File: config.mk
export PLATFORM = sky130hd
export DESIGN_NAME = instr_fetch_unit_flat
export DESIGN_NICKNAME = d
export VERILOG_FILES = /design/src/rtl/risc_pkg.sv /design/src/rtl/instr_fetch_unit_if.sv /design/src/rtl/fetch_next_pc.sv /design/src/rtl/instr_fetch_unit.sv /design/src/flat_wrapper.sv
export SDC_FILE = /design/constraint.sdc
export NUM_CORES = 1
export LEC_CHECK = 0
export ABC_AREA = 1
export BUFFER_PORTS_ARGS = -buffer_cell sky130_fd_sc_hd__buf_2
export CAP_MARGIN = 30
export CORE_MARGIN = 2
export CORE_UTILIZATION = 43
export CTS_CLUSTER_SIZE = 28
export DETAILED_ROUTE_END_ITERATION = 12
export GPL_ROUTABILITY_DRIVEN = 0
export GPL_TIMING_DRIVEN = 0
export HOLD_SLACK_MARGIN = 0.1
export PLACE_DENSITY = 0.72
export SLEW_MARGIN = 20
export SYNTH_ARGS = -nofsm -noshare
export SYNTH_HDL_FRONTEND = slang
export SYNTH_SLANG_ARGS = --single-unit
File: constraint.sdc
create_clock -name clk_150_mhz -period 1.1 [get_ports clk_150_mhz]
set_input_delay 0.33 -clock clk_150_mhz [delete_from_list [all_inputs] [get_ports clk_150_mhz]]
set_output_delay 0.33 -clock clk_150_mhz [all_outputs]
set_load 0.05 [all_outputs]
File: src/rtl/risc_pkg.sv
// Shared definitions for the RISC front end: opcodes, instruction field positions,
// datapath widths and the fetch state encoding.
package risc_pkg;

    localparam int INSTR_W = 32;
    localparam int PC_W    = 12;

    localparam logic [7:0] OP_LDD   = 8'h01;
    localparam logic [7:0] OP_LDI   = 8'h02;
    localparam logic [7:0] OP_LDIMM = 8'h03;
    localparam logic [7:0] OP_ST    = 8'h04;
    localparam logic [7:0] OP_STI   = 8'h05;
    localparam logic [7:0] OP_ADD   = 8'h06;
    localparam logic [7:0] OP_SUB   = 8'h07;
    localparam logic [7:0] OP_MUL   = 8'h08;
    localparam logic [7:0] OP_AND   = 8'h09;
    localparam logic [7:0] OP_OR    = 8'h0A;
    localparam logic [7:0] OP_NOT   = 8'h0B;
    localparam logic [7:0] OP_GT    = 8'h0C;
    localparam logic [7:0] OP_EQ    = 8'h0D;
    localparam logic [7:0] OP_JMP   = 8'h0E;
    localparam logic [7:0] OP_JNE   = 8'h0F;
    localparam logic [7:0] OP_HALT  = 8'hFF;

    localparam int OPCODE_MSB = 31;
    localparam int OPCODE_LSB = 24;
    localparam int RD_MSB     = 23;
    localparam int RD_LSB     = 20;
    localparam int RS1_MSB    = 19;
    localparam int RS1_LSB    = 16;
    localparam int RS2_MSB    = 15;
    localparam int RS2_LSB    = 12;
    localparam int IMM_MSB    = 11;
    localparam int IMM_LSB    = 0;

    typedef enum logic {
        ST_RUN  = 1'b0,
        ST_HALT = 1'b1
    } fetch_state_t;

endpackage

File: src/rtl/instr_fetch_unit_if.sv
// Fetch-stage bus: program memory port, decode-side valid/ready slot, redirect input
// and halt status. master = fetch unit, slave = memory/execute environment.
interface instr_fetch_unit_if #(
    parameter int INSTR_W = risc_pkg::INSTR_W,
    parameter int PC_W    = risc_pkg::PC_W
);
    logic               fetch_en;
    logic [PC_W-1:0]    program_addr;
    logic [INSTR_W-1:0] instruction;
    logic               inst_valid;
    logic               inst_ready;
    logic [INSTR_W-1:0] inst_out;
    logic [PC_W-1:0]    inst_pc;
    logic               redirect_valid;
    logic [PC_W-1:0]    redirect_addr;
    logic               halted;

    modport master (
        input  fetch_en, instruction, inst_ready, redirect_valid, redirect_addr,
        output program_addr, inst_valid, inst_out, inst_pc, halted
    );

    modport slave (
        output fetch_en, instruction, inst_ready, redirect_valid, redirect_addr,
        input  program_addr, inst_valid, inst_out, inst_pc, halted
    );
endinterface

File: src/rtl/fetch_next_pc.sv
// Combinational next-PC select: redirect beats everything, then a loaded jump takes
// its immediate, otherwise a loaded word advances the PC by one (wrapping).
module fetch_next_pc #(
    parameter int PC_W = risc_pkg::PC_W
) (
    input  logic [PC_W-1:0] pc,
    input  logic [7:0]      opcode,
    input  logic [PC_W-1:0] imm,
    input  logic            load,
    input  logic            redirect_valid,
    input  logic [PC_W-1:0] redirect_addr,
    output logic [PC_W-1:0] next_pc
);
    import risc_pkg::*;

    always_comb begin
        next_pc = pc;
        if (redirect_valid) begin
            next_pc = redirect_addr;
        end else if (load) begin
            next_pc = (opcode == OP_JMP) ? imm : pc + PC_W'(1);
        end
    end
endmodule

File: src/rtl/instr_fetch_unit.sv
// Instruction fetch unit: owns the PC, registers program memory data into a valid/ready
// slot, resolves jumps locally, takes execute redirects, stops on halt.
// Optional performance counters are built when INSTR_FETCH_PERF_EN is defined.
module instr_fetch_unit #(
    parameter int                     INSTR_W  = risc_pkg::INSTR_W,
    parameter int                     PC_W     = risc_pkg::PC_W,
    parameter logic [risc_pkg::PC_W-1:0] RESET_PC = '0
) (
    input  logic        clk_150_mhz,
    input  logic        rst_n,
    instr_fetch_unit_if.master bus
`ifdef INSTR_FETCH_PERF_EN
    ,
    output logic [31:0] perf_fetch_cnt,
    output logic [31:0] perf_stall_cnt
`endif
);
    import risc_pkg::*;

    fetch_state_t       state_p0;
    fetch_state_t       state_nxt;
    logic [PC_W-1:0]    pc_p0;
    logic [PC_W-1:0]    next_pc;
    logic [INSTR_W-1:0] inst_p1;
    logic [PC_W-1:0]    inst_pc_p1;
    logic               vld_p1;
    logic               load;
    logic [7:0]         opcode;

    assign opcode = bus.instruction[OPCODE_MSB:OPCODE_LSB];
    assign load   = (state_p0 == ST_RUN) && bus.fetch_en
                    && (!vld_p1 || bus.inst_ready) && !bus.redirect_valid;

    fetch_next_pc #(.PC_W(PC_W)) u_next_pc (
        .pc             (pc_p0),
        .opcode         (opcode),
        .imm            (bus.instruction[IMM_MSB:IMM_LSB]),
        .load           (load),
        .redirect_valid (bus.redirect_valid),
        .redirect_addr  (bus.redirect_addr),
        .next_pc        (next_pc)
    );

    // Redirect wins over a same-cycle halt load, and is the only way out of HALT.
    always_comb begin
        state_nxt = state_p0;
        if (bus.redirect_valid) begin
            state_nxt = ST_RUN;
        end else if (load && opcode == OP_HALT) begin
            state_nxt = ST_HALT;
        end
    end

    always_ff @(posedge clk_150_mhz) begin
        if (!rst_n) begin
            state_p0 <= ST_RUN;
            pc_p0    <= RESET_PC;
        end else begin
            state_p0 <= state_nxt;
            pc_p0    <= next_pc;
        end
    end

    // Stage p0 -> p1: memory read data captured into the output slot.
    always_ff @(posedge clk_150_mhz) begin
        if (!rst_n) begin
            vld_p1     <= 1'b0;
            inst_p1    <= '0;
            inst_pc_p1 <= '0;
        end else if (bus.redirect_valid) begin
            vld_p1 <= 1'b0;
        end else if (load) begin
            vld_p1     <= 1'b1;
            inst_p1    <= bus.instruction;
            inst_pc_p1 <= pc_p0;
        end else if (vld_p1 && bus.inst_ready) begin
            vld_p1 <= 1'b0;
        end
    end

    assign bus.program_addr = pc_p0;
    assign bus.inst_valid   = vld_p1;
    assign bus.inst_out     = inst_p1;
    assign bus.inst_pc      = inst_pc_p1;
    assign bus.halted       = (state_p0 == ST_HALT);

`ifdef INSTR_FETCH_PERF_EN
    function automatic logic [31:0] sat_inc(input logic [31:0] v);
        return (v == 32'hFFFF_FFFF) ? v : v + 32'd1;
    endfunction

    always_ff @(posedge clk_150_mhz) begin
        if (!rst_n) begin
            perf_fetch_cnt <= '0;
            perf_stall_cnt <= '0;
        end else begin
            if (load) perf_fetch_cnt <= sat_inc(perf_fetch_cnt);
            if (vld_p1 && !bus.inst_ready) perf_stall_cnt <= sat_inc(perf_stall_cnt);
        end
    end
`else
    // Counters and their ports are compiled out in this build.
`endif

endmodule
File: src/flat_wrapper.sv
// flat-port wrapper written by rule: the top's interface ports become plain ports
module instr_fetch_unit_flat import risc_pkg::*;
#(
    parameter int                     INSTR_W  = risc_pkg::INSTR_W,
    parameter int                     PC_W     = risc_pkg::PC_W,
    parameter logic [risc_pkg::PC_W-1:0] RESET_PC = '0
)
  (clk_150_mhz, rst_n, bus_fetch_en, bus_instruction, bus_inst_ready, bus_redirect_valid, bus_redirect_addr, bus_program_addr, bus_inst_valid, bus_inst_out, bus_inst_pc, bus_halted);
  instr_fetch_unit_if #(.INSTR_W(INSTR_W), .PC_W(PC_W)) bus_i ();
  input  logic clk_150_mhz;
  input  logic rst_n;
  input wire logic [$bits(bus_i.fetch_en)-1:0] bus_fetch_en;
  input wire logic [$bits(bus_i.instruction)-1:0] bus_instruction;
  input wire logic [$bits(bus_i.inst_ready)-1:0] bus_inst_ready;
  input wire logic [$bits(bus_i.redirect_valid)-1:0] bus_redirect_valid;
  input wire logic [$bits(bus_i.redirect_addr)-1:0] bus_redirect_addr;
  output wire logic [$bits(bus_i.program_addr)-1:0] bus_program_addr;
  output wire logic [$bits(bus_i.inst_valid)-1:0] bus_inst_valid;
  output wire logic [$bits(bus_i.inst_out)-1:0] bus_inst_out;
  output wire logic [$bits(bus_i.inst_pc)-1:0] bus_inst_pc;
  output wire logic [$bits(bus_i.halted)-1:0] bus_halted;
  assign bus_i.fetch_en = bus_fetch_en;
  assign bus_i.instruction = bus_instruction;
  assign bus_i.inst_ready = bus_inst_ready;
  assign bus_i.redirect_valid = bus_redirect_valid;
  assign bus_i.redirect_addr = bus_redirect_addr;
  assign bus_program_addr = bus_i.program_addr;
  assign bus_inst_valid = bus_i.inst_valid;
  assign bus_inst_out = bus_i.inst_out;
  assign bus_inst_pc = bus_i.inst_pc;
  assign bus_halted = bus_i.halted;
  instr_fetch_unit #(.INSTR_W(INSTR_W), .PC_W(PC_W), .RESET_PC(RESET_PC)) u_core (.clk_150_mhz(clk_150_mhz), .rst_n(rst_n), .bus(bus_i));
endmodule
==> run_results.csv, run 1 <==
group,metric,value,unit
cts,worstSkewPairLatency,350,ps
timing,period_share,1.24,
cells_and_area,layout-drive-gt1-share,0.538,
cts,cts_tree,"done",
route,routedLengthMet1,3460,um
cells_and_area,area_growth,73.3,%
power_and_ir_drop,peakVddDrop,1090,uV
timing,period_minus_slack,1360,ps
timing,relSlewSlack,0.660,
route,met3WireLength,861,um
synth,ys_top_cells_by_area,"dfxtp_1 45%, o21ai_0 11%, nor2_1 11%",
cells_and_area,diodes,0,
timing,rsz0062_at_grt,"true",
placed_design,place_hpwl,5580,um
worst_setup_path,worst_path_most_repeated_cell,"nand2_4",
synth,yosysUniqueCellTypes,28,
power_and_ir_drop,clock_power_share,0.327,
min_path,hold_path_class,"in -> reg",
timing,fmax,733,MHz
global_route,grt_pass1_vias,2994,
cells_and_area,final_common_cell,"nor2_1",
worst_setup_path,path_buf_inv,3,
worst_setup_path,cp.required,1370,ps
status,failed_checks,"setup timing",
route,drcViolationCount,0,
power_and_ir_drop,p_leak,2.13,nW
cts,h-tree-depth,3,
worst_setup_path,crit_chain,"nand2_2 > nand2_4 > buf_4 > nand2_4 > buf_6 > o21ai_0 > inv_1 > a21oi_1",
global_route,gr-usage-all-layers,0.277,
power_and_ir_drop,power.density,1340,nW/um2
timing,timing.final.ws_setup,-265,ps
floorplan,die_area,6700,um2
synth,netlist_instances,365,
route,drt_iter0_drc,334,
timing,drv_slew,0,
cts,clock-sinks,58,
floorplan,rows,28,
route,drt_wl_total,9300,um
cells_and_area,utilization,0.768,
synth,syn_area_per_cell,7.14,um2
timing,max_slew.worst_pin.slew,510,ps
power_and_ir_drop,p_seq_frac,0.398,
route,top_layer_used,"met4",
synth,yosysSeqAreaShare,0.445,
cts,cts.clk_slew.worst_paths,80,ps
worst_setup_path,max_stage_delay,360,ps
worst_setup_path,crit_family,"buffers and inverters",
placed_design,port_buffers,104,
route,wl_met2,4610,um
run,cap_violations,0,
power_and_ir_drop,switchingPower,1.99,mW
cts,cts_buffers,9,
route,vias,3075,
timing,setup_tns,-13000,ps
cells_and_area,mostFrequentLayoutCells,"62 x nor2_1, 53 x buf_8, 47 x buf_2",
worst_setup_path,cp_max_fo,5,
synth,ys_ff_latch,58,
floorplan,initial_core_util,0.443,
cts,clock_path_buffers,2,
route,viasPerCell,5.27,
global_route,grt_antenna_before_repair,0,
timing,finalSetupViolCount,115,
route,wl_per_cell,15.9,um
global_route,grt_max_degree,11,
floorplan,ioPinCount,107,
cts,root_buffer,"clkbuf_8",
status,status,"finished, violations left",
synth,yosysTopAreaCellShare,0.445,
power_and_ir_drop,intPower,4.05,mW
global_route,grt_first_pass_wirelength,13800,um
worst_setup_path,criticalPathCategory,"reg -> reg",
cells_and_area,final_nets,554,
worst_setup_path,cpMaxStageDelayCell,"dfxtp_4",
floorplan,die_x,81.9,um
worst_setup_path,critPathCaptureType,"register",
floorplan,design.core.area,5890,um2
synth,synth_top_cell_by_area,"dfxtp_1",
route,dr.pass1.iters,6,
power_and_ir_drop,switching_share,0.330,
timing,skew,10.2,ps
synth,yosysWarnings,0,
power_and_ir_drop,pwr-share-comb,0.275,
global_route,overflow,0,
timing,finalHoldViolations,0,
route,ant_nets,0,
synth,synth_nets,415,
floorplan,fp.dieH,81.9,um
worst_setup_path,cp.arrival,1630,ps
synth,synth_area,2610,um2
cells_and_area,fillCellCount,423,
worst_setup_path,critPathLaunchType,"register",
-- synthesized netlist by cell type (all sizes together) --
library cell,n
nor2,79
dfxtp,58
nand2,57
o21ai,55
inv,37
a21oi,29
nand3,18
buf,13
clkbuf,5
o211ai,3
nand4,2
o221ai,2
xor2,2
clkinv,1
ha,1
nor3,1
nor4,1
or2,1
-- stage by stage --
step / instance area, um2 / hold WS [ps] / power [mW] / worst slack (ps) / instances
after floorplan: 2690 / 465 / 3.21 / -117 / 365
after global placement: 3300 / 460 / 3.53 / -341 / 544
after detailed placement: 3300 / 462 / 3.55 / -381 / 544
after CTS: 4300 / 207 / 5.91 / -198 / 579
after global routing: 4520 / 215 / 6.28 / -368 / 584
final: 4520 / 225 / 6.04 / -265 / 584
-- what timing repair did --
item,4_1_cts,5_1_grt
buffers inserted,15,7
resized for setup,238,63
hold buffers,0,0
cloned,4,0
pin swaps,11,16
setup endpoints to repair,115,115
-- routing by layer --
layer	global-route usage	up-vias
met4	0.148	0
met5	0	-
met3	0.0780	46
met1	0.317	1403
li1	-	1455
met2	0.465	171
-- flip-flops by register name (all words and copies together) (netlist names) --
name                     flops
u_core.bus.inst_out         32
u_core.bus.inst_pc          12
u_core.bus.program_addr     12
u_core.bus.halted            1
u_core.bus.inst_valid        1
-- worst reg2reg max path: cells and delay by family (launching register included) --
family	cells	cell delay, ps
AND/OR/NAND/NOR	3	230
buffers and inverters	3	370
AO/OA/AOI/OAI	2	340
flip-flops	1	360
-- worst paths after layout --
| kind | start | to | slack [ps] | cells after the start |
|---|---|---|---|---|
| worst max-delay path | u_core.bus.inst_valid$_SDFFE_PP0P_ | u_core.bus.program_addr[11]$_SDFFE_PN0P_ | -260 | 8 |
| worst min-delay path | bus_instruction[13] | u_core.bus.inst_out[13]$_SDFFE_PN0P_ | 220 | 3 |
| worst max register to register | u_core.bus.inst_valid$_SDFFE_PP0P_ | u_core.bus.program_addr[11]$_SDFFE_PN0P_ | -260 | 8 |
| worst min register to register | u_core.bus.inst_out[28]$_SDFFE_PN0P_ | u_core.bus.inst_out[28]$_SDFFE_PN0P_ | 480 | 2 |
-- power groups by stage --
stage / Clock, mW / Sequential, mW / Combinational (mW)
6_report: 1.97 / 2.41 / 1.66
3_5_place_dp: 0 / 2.37 / 1.18
2_1_floorplan: 0 / 2.85 / 0.360
4_1_cts: 1.98 / 2.39 / 1.54
3_3_place_gp: 0 / 2.37 / 1.16
5_1_grt: 2.10 / 2.42 / 1.76
-- area by class of cell --
type / count / area (um2) / area share
Timing Repair Buffer: 129 / 1290 / 0.286
Clock buffer: 13 / 149 / 0.0330
Multi-Input combinational cell: 251 / 1360 / 0.301
Inverter: 38 / 150 / 0.0332
Buffer: 17 / 165 / 0.0366
Tap cell: 75 / 93.8 / 0.0208
Sequential cell: 58 / 1270 / 0.280
Clock inverter: 3 / 40.0 / 0.00886
-- logic make-up after synthesis --
group,synth area share
XOR/XNOR,0.00672
flip-flops,0.445
buffers and inverters,0.101
AO/OA/AOI/OAI,0.185
adder cells (fa/ha/maj),0.00480
AND/OR/NAND/NOR,0.257
(Power assumes the default switching activity.)
==> run 2, diff against run 1 <==
Settings changed: ABC_CLOCK_PERIOD_IN_PS from default to 1100, CELL_PAD_IN_SITES_DETAIL_PLACEMENT from default to 1, CELL_PAD_IN_SITES_GLOBAL_PLACEMENT from default to 1, CORE_UTILIZATION 43 to 30, PLACE_DENSITY 0.72 to 0.73, RECOVER_POWER from default to 25.
==> run_results.csv, run 2 (synthesis gave the netlist of run 1 again) <==
group,metric,value,unit
route,viasPerCell,4.82,
timing,rsz0062_at_grt,"true",
route,dr.pass1.iters,4,
cts,root_buffer,"clkbuf_8",
status,failed_checks,"setup timing",
route,vias,3034,
status,status,"finished, violations left",
cells_and_area,utilization,0.555,
cells_and_area,largest_register_ffs,32,
floorplan,initial_core_util,0.303,
timing,skew,4.75,ps
timing,finalSetupViolCount,115,
timing,fin_worst_hold_slack,211,ps
cts,clock-sinks,58,
cells_and_area,layout-drive-gt1-share,0.590,
timing,period_share,1.25,
power_and_ir_drop,peakVddDrop,649,uV
cells_and_area,fillCellCount,1025,
cts,clock_path_buffers,2,
worst_setup_path,cp.required,1360,ps
cells_and_area,fin_area,4770,um2
timing,finalHoldViolations,0,
global_route,grt_first_pass_wirelength,16600,um
cells_and_area,area_growth,82.9,%
route,wl_per_cell,17.4,um
global_route,grt_pass1_vias,3224,
cells_and_area,mostFrequentLayoutCells,"60 x buf_8, 49 x buf_2, 46 x nor2_1",
min_path,hold_path_class,"in -> reg",
worst_setup_path,reg2reg_slack,-270,ps
floorplan,die_area,9450,um2
cts,cts.clk_slew.worst_paths,70,ps
route,drcViolationCount,0,
global_route,grt_max_degree,11,
worst_setup_path,criticalPathCategory,"reg -> reg",
power_and_ir_drop,p_leak,2.19,nW
worst_setup_path,critPathCaptureType,"register",
timing,timing.final.ws_setup,-272,ps
timing,fmax,729,MHz
timing,drv_slew,0,
cts,worstSkewPairLatency,340,ps
floorplan,die_x,97.2,um
cells_and_area,final_nets,567,
worst_setup_path,cp.arrival,1630,ps
global_route,gr-usage-all-layers,0.219,
timing,relSlewSlack,0.570,
timing,period_minus_slack,1370,ps
worst_setup_path,critPathLaunchType,"register",
timing,max_slew.worst_pin.slew,646,ps
global_route,overflow,0,
cts,cts_buffers,9,
floorplan,rows,34,
cts,cts_tree,"done",
global_route,grt_antenna_before_repair,1,
floorplan,ioPinCount,107,
run,cap_violations,0,
floorplan,design.core.area,8590,um2
placed_design,place_hpwl,6760,um
cts,h-tree-depth,3,
route,drt_wl_total,11000,um
power_and_ir_drop,power.density,1250,nW/um2
route,ant_nets,0,
cells_and_area,diodes,0,
route,drt_iter0_drc,77,
placed_design,dp_slack,-442,ps
cells_and_area,final_common_cell,"buf_8",
worst_setup_path,cp_max_fo,6,
floorplan,fp.dieH,97.2,um
placed_design,port_buffers,104,
cts,ctsHoldBuffers,0,
power_and_ir_drop,p_total,5.95,mW
placed_design,postPlaceCellArea,3340,um2
==> run 2: metal layers <==
metal / global-route usage / up-vias / wire, um
met4: 0.0769 / 2 / 187
met5: 0 / - / 11
li1: - / 1481 / -
met2: 0.382 / 97 / 5710
met3: 0.0676 / 19 / 765
met1: 0.255 / 1435 / 4300
==> run 2: report_power, final <==
part           internal [mW]  switching, mW  leakage (nW)
sequential              2.26          0.162         0.503
clock                  0.871          0.871        0.0872
combinational          0.756           1.03          1.60
total                   3.88           2.06          2.19
==> run 2: worst paths after layout <==
kind	startpoint	end	cells after the start
max	u_core.bus.halted$_SDFFE_PP0P_	u_core.bus.program_addr[5]$_SDFFE_PN0P_	9
min	bus_instruction[20]	u_core.bus.inst_out[20]$_SDFFE_PN0P_	3
max reg2reg	u_core.bus.halted$_SDFFE_PP0P_	u_core.bus.program_addr[5]$_SDFFE_PN0P_	9
min reg2reg	u_core.bus.inst_out[12]$_SDFFE_PN0P_	u_core.bus.inst_out[12]$_SDFFE_PN0P_	2
==> run 2: layout make-up <==
type / instances / area (um2) / area share
clock inverters: 3 / 15.0 / 0.00315
multi-input cells: 251 / 1450 / 0.304
repair buffers: 141 / 1410 / 0.295
plain buffers: 18 / 195 / 0.0409
flip-flops and latches: 58 / 1270 / 0.265
inverters: 38 / 153 / 0.0320
well taps: 108 / 135 / 0.0283
clock buffers: 13 / 149 / 0.0312
==> run 2: critical path: stages, from the launching register on <==
cell and delay, ps:
dfxtp_4 360, nor2_4 120, nand2_4 80, nor2_4 130, buf_6 150, buf_6 110
o21ai_2 60, inv_1 90, nand2_1 70, a21oi_2 110
==> run 2: per-stage QoR <==
step | instances | setup TNS (ps)
2_1_floorplan | 365 | -4880
3_3_place_gp | 577 | -16120
3_5_place_dp | 577 | -18080
4_1_cts | 614 | -13060
5_1_grt | 630 | -20000
6_report | 630 | -15070
==> run 2: repair_timing <==
| item | 4_1_cts | 5_1_grt |
|---|---|---|
| setup endpoints to repair | 115 | 115 |
| pin swaps | 15 | 22 |
| gates resized for setup | 266 | 82 |
| cloned | 3 | 1 |
| buffers inserted | 18 | 15 |
